<file path="src/rtl/riscv_ctrl_pkg.sv">
// Shared encodings for the RV32I-subset multi-cycle control unit.
package riscv_ctrl_pkg;

  localparam logic [6:0] OP_R   = 7'b0110011;
  localparam logic [6:0] OP_LW  = 7'b0000011;
  localparam logic [6:0] OP_SW  = 7'b0100011;
  localparam logic [6:0] OP_BEQ = 7'b1100011;

  localparam logic [1:0] ALU_OP_ADD   = 2'b00;
  localparam logic [1:0] ALU_OP_SUB   = 2'b01;
  localparam logic [1:0] ALU_OP_FUNCT = 2'b10;

  localparam logic [1:0] SRC_A_PC     = 2'b00;
  localparam logic [1:0] SRC_A_OLD_PC = 2'b01;
  localparam logic [1:0] SRC_A_RS1    = 2'b10;

  localparam logic [1:0] SRC_B_RS2  = 2'b00;
  localparam logic [1:0] SRC_B_FOUR = 2'b01;
  localparam logic [1:0] SRC_B_IMM  = 2'b10;

  typedef enum logic [3:0] {
    S_IDLE,
    S_FETCH,
    S_DECODE,
    S_MEM_ADDR,
    S_MEM_RD,
    S_MEM_WB,
    S_MEM_WR,
    S_EXEC,
    S_R_WB,
    S_BRANCH,
    S_TRAP,
    S_ERROR
  } ctrl_state_e;

endpackage

</file>
<file path="src/rtl/mem_wait_timer.sv">
// Counts memory wait cycles and flags when the configured limit is reached.
module mem_wait_timer #(
  parameter int unsigned TIMEOUT_CYCLES = 16,
  parameter int unsigned TMR_W          = 5
) (
  input  logic clk,
  input  logic reset,
  input  logic clear,
  input  logic count_en,
  output logic timeout
);

  logic [TMR_W-1:0] cnt_q, cnt_d;

  always_comb begin
    cnt_d = cnt_q;
    if (clear)         cnt_d = '0;
    else if (count_en) cnt_d = cnt_q + TMR_W'(1);
  end

  always_ff @(posedge clk) begin
    if (reset) cnt_q <= '0;
    else       cnt_q <= cnt_d;
  end

  // A limit of zero disables the timeout entirely.
  assign timeout = (TIMEOUT_CYCLES != 0) && (cnt_q == TMR_W'(TIMEOUT_CYCLES));

endmodule

</file>
<file path="src/rtl/main_control_fsm.sv">
// Multi-cycle main control FSM: sequences fetch/decode/execute/memory/writeback
// and drives datapath selects, enables and alu_op.
module main_control_fsm
  import riscv_ctrl_pkg::*;
#(
  parameter int unsigned TIMEOUT_CYCLES = 16,
  parameter int unsigned TMR_W          = 5
) (
  input  logic       clk,
  input  logic       reset,
  input  logic [6:0] opcode,
  input  logic       zero,
  input  logic       mem_ready,
  output logic       pc_en,
  output logic       pc_source,
  output logic       i_or_d,
  output logic       mem_read,
  output logic       mem_write,
  output logic       ir_write,
  output logic       reg_write,
  output logic       mem_to_reg,
  output logic [1:0] alu_src_a,
  output logic [1:0] alu_src_b,
  output logic [1:0] alu_op,
  output logic       instr_done,
  output logic       illegal_instr,
  output logic       bus_error
);

  ctrl_state_e state_q, state_d;
  logic        wait_state;
  logic        timeout;

  assign wait_state = (state_q == S_FETCH) || (state_q == S_MEM_RD) || (state_q == S_MEM_WR);

  // Any state change clears the counter, which covers entry into every wait state.
  mem_wait_timer #(
    .TIMEOUT_CYCLES(TIMEOUT_CYCLES),
    .TMR_W         (TMR_W)
  ) u_wait_timer (
    .clk     (clk),
    .reset   (reset),
    .clear   (state_d != state_q),
    .count_en(wait_state && !mem_ready),
    .timeout (timeout)
  );

  always_ff @(posedge clk) begin
    if (reset) state_q <= S_IDLE;
    else       state_q <= state_d;
  end

  always_comb begin
    state_d       = state_q;
    pc_en         = 1'b0;
    pc_source     = 1'b0;
    i_or_d        = 1'b0;
    mem_read      = 1'b0;
    mem_write     = 1'b0;
    ir_write      = 1'b0;
    reg_write     = 1'b0;
    mem_to_reg    = 1'b0;
    alu_src_a     = SRC_A_PC;
    alu_src_b     = SRC_B_RS2;
    alu_op        = ALU_OP_ADD;
    instr_done    = 1'b0;
    illegal_instr = 1'b0;
    bus_error     = 1'b0;

    unique case (state_q)
      S_IDLE: state_d = S_FETCH;
      S_FETCH: begin
        mem_read  = 1'b1;
        alu_src_a = SRC_A_PC;
        alu_src_b = SRC_B_FOUR;
        alu_op    = ALU_OP_ADD;
        if (mem_ready) begin
          ir_write = 1'b1;
          pc_en    = 1'b1;
          state_d  = S_DECODE;
        end else if (timeout) begin
          state_d = S_ERROR;
        end
      end
      S_DECODE: begin
        alu_src_a = SRC_A_OLD_PC;
        alu_src_b = SRC_B_IMM;
        unique case (opcode)
          OP_LW, OP_SW: state_d = S_MEM_ADDR;
          OP_R:         state_d = S_EXEC;
          OP_BEQ:       state_d = S_BRANCH;
          default:      state_d = S_TRAP;
        endcase
      end
      S_MEM_ADDR: begin
        alu_src_a = SRC_A_RS1;
        alu_src_b = SRC_B_IMM;
        state_d   = (opcode == OP_LW) ? S_MEM_RD : S_MEM_WR;
      end
      S_MEM_RD: begin
        mem_read = 1'b1;
        i_or_d   = 1'b1;
        if (mem_ready)    state_d = S_MEM_WB;
        else if (timeout) state_d = S_ERROR;
      end
      S_MEM_WB: begin
        reg_write  = 1'b1;
        mem_to_reg = 1'b1;
        instr_done = 1'b1;
        state_d    = S_FETCH;
      end
      S_MEM_WR: begin
        mem_write = 1'b1;
        i_or_d    = 1'b1;
        if (mem_ready) begin
          instr_done = 1'b1;
          state_d    = S_FETCH;
        end else if (timeout) begin
          state_d = S_ERROR;
        end
      end
      S_EXEC: begin
        alu_src_a = SRC_A_RS1;
        alu_src_b = SRC_B_RS2;
        alu_op    = ALU_OP_FUNCT;
        state_d   = S_R_WB;
      end
      S_R_WB: begin
        alu_src_a  = SRC_A_RS1;
        alu_src_b  = SRC_B_RS2;
        alu_op     = ALU_OP_FUNCT;
        reg_write  = 1'b1;
        instr_done = 1'b1;
        state_d    = S_FETCH;
      end
      S_BRANCH: begin
        alu_src_a  = SRC_A_RS1;
        alu_src_b  = SRC_B_RS2;
        alu_op     = ALU_OP_SUB;
        pc_source  = 1'b1;
        pc_en      = zero;
        instr_done = 1'b1;
        state_d    = S_FETCH;
      end
      S_TRAP:  illegal_instr = 1'b1;
      S_ERROR: bus_error     = 1'b1;
      default: state_d = S_IDLE;
    endcase
  end

endmodule

</file>
<file path="config.mk">
export PLATFORM = sky130hd
export DESIGN_NAME = main_control_fsm
export DESIGN_NICKNAME = d
export VERILOG_FILES = /design/src/rtl/riscv_ctrl_pkg.sv /design/src/rtl/mem_wait_timer.sv /design/src/rtl/main_control_fsm.sv
export SDC_FILE = /design/constraint.sdc
export NUM_CORES = 1
export LEC_CHECK = 0
export ABC_AREA = 1
export CAP_MARGIN = 0
export CORE_MARGIN = 4
export CORE_UTILIZATION = 47
export DETAILED_ROUTE_END_ITERATION = 6
export PLACE_DENSITY = 0.94
export SLEW_MARGIN = 30
export SYNTH_ARGS = -nofsm -noshare
export SYNTH_HDL_FRONTEND = slang
export SYNTH_HIERARCHICAL = 1
export SYNTH_SLANG_ARGS = --single-unit
</file>
<file path="constraint.sdc">
create_clock -name clk -period 5.4 [get_ports clk]
set_input_delay 1.08 -clock clk [delete_from_list [all_inputs] [get_ports clk]]
set_output_delay 1.08 -clock clk [all_outputs]
set_load 0.01 [all_outputs]
</file>
# Word level (Yosys, flattened, before mapping)
# Index checks and enable logic that the tools add are counted.
# Widths: inputs -> output; s select.
[totals]
reg_bits = 9
elab_cells = 58
out_inout_bits = 17
in_bits = 11
[op_classes]
reduce_logical = 16
eq_ne = 17
mux = 22
add_sub_neg = 1
[ops]
columns = ["op", "count"]
rows = [
  ["$pmux 4 s8", 1],
  ["$eq 4x3->1 const B", 4],
  ["$eq 4x4->1 const B", 4],
  ["$mux 4", 4],
  ["$reduce_or 2->1", 8],
  ["$eq 7x6->1 const B", 2],
  ["$pmux 2 s2", 3],
  ["$pmux 4 s3", 1],
  ["$mux 1", 10],
  ["$eq 4x2->1 const B", 2],
  ["$reduce_or 4->1", 2],
  ["$eq 7x2->1 const B", 1],
  ["$eq 7x7->1 const B", 1],
  ["$add 5x1->5 const B", 1],
  ["$eq 5x5->1 const B", 1],
  ["$eq 4x1->1 const B", 1],
  ["$logic_not 4->1", 1],
  ["$ne 4x4->1", 1],
  ["$pmux 1 s2", 2],
  ["$reduce_or 3->1", 1],
  ["$logic_or 1x1->1", 2],
  ["$mux 2", 1],
  ["$logic_and 1x1->1", 1],
  ["$logic_not 1->1", 1],
]

# Depth between registers and ports, before layout
[depth]
depth_word = 6
depth_mapped = 16
ltp_nobuf = 16

# Modules after synthesis
# Netlist, hierarchy kept.
[by_module_without_submodules]
columns = ["module", "n_inst", "area_per_inst_um2", "seq_area_each_um2", "cells_each"]
rows = [
  ["main_control_fsm", 1, 546.8, 80.1, 108],
  ["mem_wait_timer", 1, 236.5, 100.1, 35],
]

# Least setup slack after synthesis
# No wires, ideal clock.
[synth_timing]
path_kind = "input to output"
start = "in mem_ready"
end = "out pc_en"
n_path_buf = 0
t_arrival_ps = 1438
required_time_ps = 4320
slack_ps = 2882
path_stages = 2
cell_sequence = "inv_1 o21ai_0"
[synth_between]
elab_chain_cells = 2
[synth_lines]
columns = ["item", "line_no", "text"]
rows = [
  ["from (decl)", "main_control_fsm.sv:13", "input logic mem_ready,"],
  ["$mux 1", "main_control_fsm.sv:77", "if (mem_ready) begin"],
  ["$pmux 1 s2", "main_control_fsm.sv:70", "unique case (state_q)"],
  ["to (decl)", "main_control_fsm.sv:14", "output logic pc_en,"],
]
# No other way between the ends.

# Final worst setup path
# Ends and elaborated chain as after synthesis.

==> metrics <==
dpl cell area=around 0.0011 mm^2; switching share of power=approximately two fifths; Synth Instances=around 140; Max Cap Violations=0; Area contributors post-synth=dfxtp_1 (23%), nand2_1 (21%), nor2_1 (14%); die width=just under 50 um; part of the power in combinational logic=~53%; Diodes inserted=0; CP bufs+invs=3; GRT Residual Overflow=0; outcome=completed; DIE AREA=0.00238 mm^2; iteration count of the initial detailed-routing pass=4; Tot GR Track Use=between 15 and 20%; synth unique cells=19; footprint of the multi-input gates=509 um^2; fmax=approximately 280 MHz; CTS tree=yes; vias=approximately 1000; PwrDens=257 mW/mm^2; CP startpoint kind=input port; crit path capture type=primary output; H-tree depth=1; first-pass GRT wire length=between 3000 and 4000 um; vias per cell=5.12; Area Growth Syn to Fin=40.4%; worst-case clock buffer depth=2; I/O pins=28; final antenna-violating net count=0; internal power=166 uW; DRC Markers=0; filler cell count=131; post-synthesis sequential area ratio=23.0%; most frequent CP cell=clkdlybuf4s50_1; Final Wtd Congestion=0.834; crit path cell chain=clkdlybuf4s50_1 -> inv_1 -> o21ai_0 -> clkdlybuf4s50_1; Final Instance Area=0.00110 mm^2; Register Area=180 um^2; Core Region=0.00154 mm^2; final net count=roughly 190; Synth Cell Area=between 700 and 800 um^2; CP max-delay cell=clkdlybuf4s50_1; delay-heaviest family, CP=buffers and inverters; vias in the first global route=870; crit path DAT=between 2000 and 3000 ps; leak pwr=about 0.53 nW; Worst Tran Pin Value=roughly 380 ps; root buf cell=clkbuf_4; RSZ-0062 raised after global routing=false; CP required=4320 ps; setup-violating endpoint count in the final report=0; die height=~49 um; final worst clock skew=1.47 ps; critical path class=in2out; clock insertion delay at the later pin of the skew report=260 ps; post-layout min period=about 3600 ps; P_sw=around 120 uW; syn nets=~160; Hold Vio Cnt, Final=0; VDD IR max=about 0.17 mV; clock share of power=about 18%; CTS resizes=0; Hold Slack=between 500 and 600 ps; postcts setup bufs=0; Period Utilization, post-route=between 60% and 70%; Critical Path Max Stage Delay=580 ps; CP max FO=6; share of the synthesized area in the top cell type=23.0%; antenna violations before repair=0; Ys Warns=6; largest net degree at the start of global routing=8; sequential power share=29.0%; 1st-iter DRT viols=32; post-route setup TNS=0 ps; max-slew violations=0; CTS clk-pin slew, worst paths=approximately 60 ps; clock buffer count from CTS=3; HP Class=reg2reg; PortBufs=27; Cell Rows=14; cts hold-fix bufs=0; Initial Util=about half; layout cells sized above 1=between 8 and 9%; routed length per placed instance=roughly 11 um; CTS sink cnt=9; largest area contributor in the netlist=dfxtp_1; Post-Route WL=around 2000 um; max_slew headroom=between 70 and 80%; DPL Wire Length=around 1700 um; average cell area after synthesis=around 5.5 um^2; #FFs+latches synth=9
-- worst min-delay path, cell delays in order (launching register included) --
cell and delay (ps):
dfxtp_1 330, nor2_1 90, nor2_1 50
-- power by group through the flow --
stage	registers, mW	logic [mW]	clock network, mW
2_1_floorplan	0.0813	0.0935	0
5_1_grt	0.0828	0.167	0.0563
6_report	0.0821	0.149	0.0518
3_5_place_dp	0.0834	0.149	0
4_1_cts	0.0819	0.150	0.0538
3_3_place_gp	0.0826	0.145	0
-- state kept, by name, summed over array words and instances (netlist names) --
| register | count |
|---|---|
| state_q | 4 |
| u_wait_timer/cnt_q | 5 |
-- synth_stat cells, drive strengths merged --
cell type	instances
nand2	46
nor2	31
inv	25
a21oi	9
dfxtp	9
o21ai	9
nand3	6
ha	2
nand4	2
nand3b	1
nor3	1
o31ai	1
or3	1
-- cells in the final DEF (no fill, tap or decap) --
cell and count:
clkdlybuf4s50_1 27, o31ai_1 1, inv_1 21, nand3_2 2, nor2_1 29, nand3b_1 1, nor2_4 2, o21ai_1 1
dfxtp_1 9, clkbuf_4 3, inv_2 4, nand4_1 2, nand2_2 3, nor3_1 1, ha_1 2, nand2_1 43
a21oi_1 8, or3_1 1, nand3_1 4, o21ai_0 8, clkbuf_1 1, a21oi_2 1
-- final timing paths --
kind / from / to / slack [ps] / cells past startpoint
worst max-delay path: mem_ready / pc_en / 1810 / 4
worst max register to register: u_wait_timer/cnt_q[0]$_SDFFE_PP0P_ / u_wait_timer/cnt_q[2]$_SDFFE_PP0P_ / 3310 / 16
worst min-delay path: u_wait_timer/cnt_q[0]$_SDFFE_PP0P_ / u_wait_timer/cnt_q[0]$_SDFFE_PP0P_ / 510 / 2
worst min register to register: u_wait_timer/cnt_q[0]$_SDFFE_PP0P_ / u_wait_timer/cnt_q[0]$_SDFFE_PP0P_ / 510 / 2
-- routing by layer --
| metal | up-vias | routed length (um) | global-route usage, % |
|---|---|---|---|
| li1 | 508 | - | - |
| met1 | 421 | 809 | 19.4 |
| met2 | 38 | 1020 | 31.7 |
| met3 | 6 | 141 | 2.14 |
| met4 | 0 | 48 | 9.87 |
| met5 | - | 0 | 0 |
-- cells by family (layout without fill, tap and decap cells) --
logic type | after synthesis | count (layout) | synth area share [%]
flops | 9 | 9 | 23.0
simple gates | 88 | 88 | 48.9
compound gates | 19 | 19 | 12.9
buf+inv | 25 | 56 | 12.0
fa+ha+maj | 2 | 2 | 3.19
-- stage by stage --
| step | power, mW | worst slack (ps) | utilization, % | std cells |
|---|---|---|---|---|
| finish | 0.283 | 1810 | 71.3 | 190 |
| global route | 0.307 | 1740 | 71.3 | 190 |
| CTS | 0.286 | 1810 | 71.3 | 190 |
| detailed placement | 0.233 | 1810 | 69.6 | 186 |
| global placement | 0.228 | 1830 | 69.6 | 186 |
| floorplan | 0.175 | 2880 | - | 143 |
-- layout make-up --
type	count	area share (%)
multi-input cells	109	46.3
clock buffers	4	2.39
flip-flops and latches	9	16.4
inverters	25	8.53
repair buffers	27	24.6
well taps	16	1.82
Power figures use the tool's default switching activity.
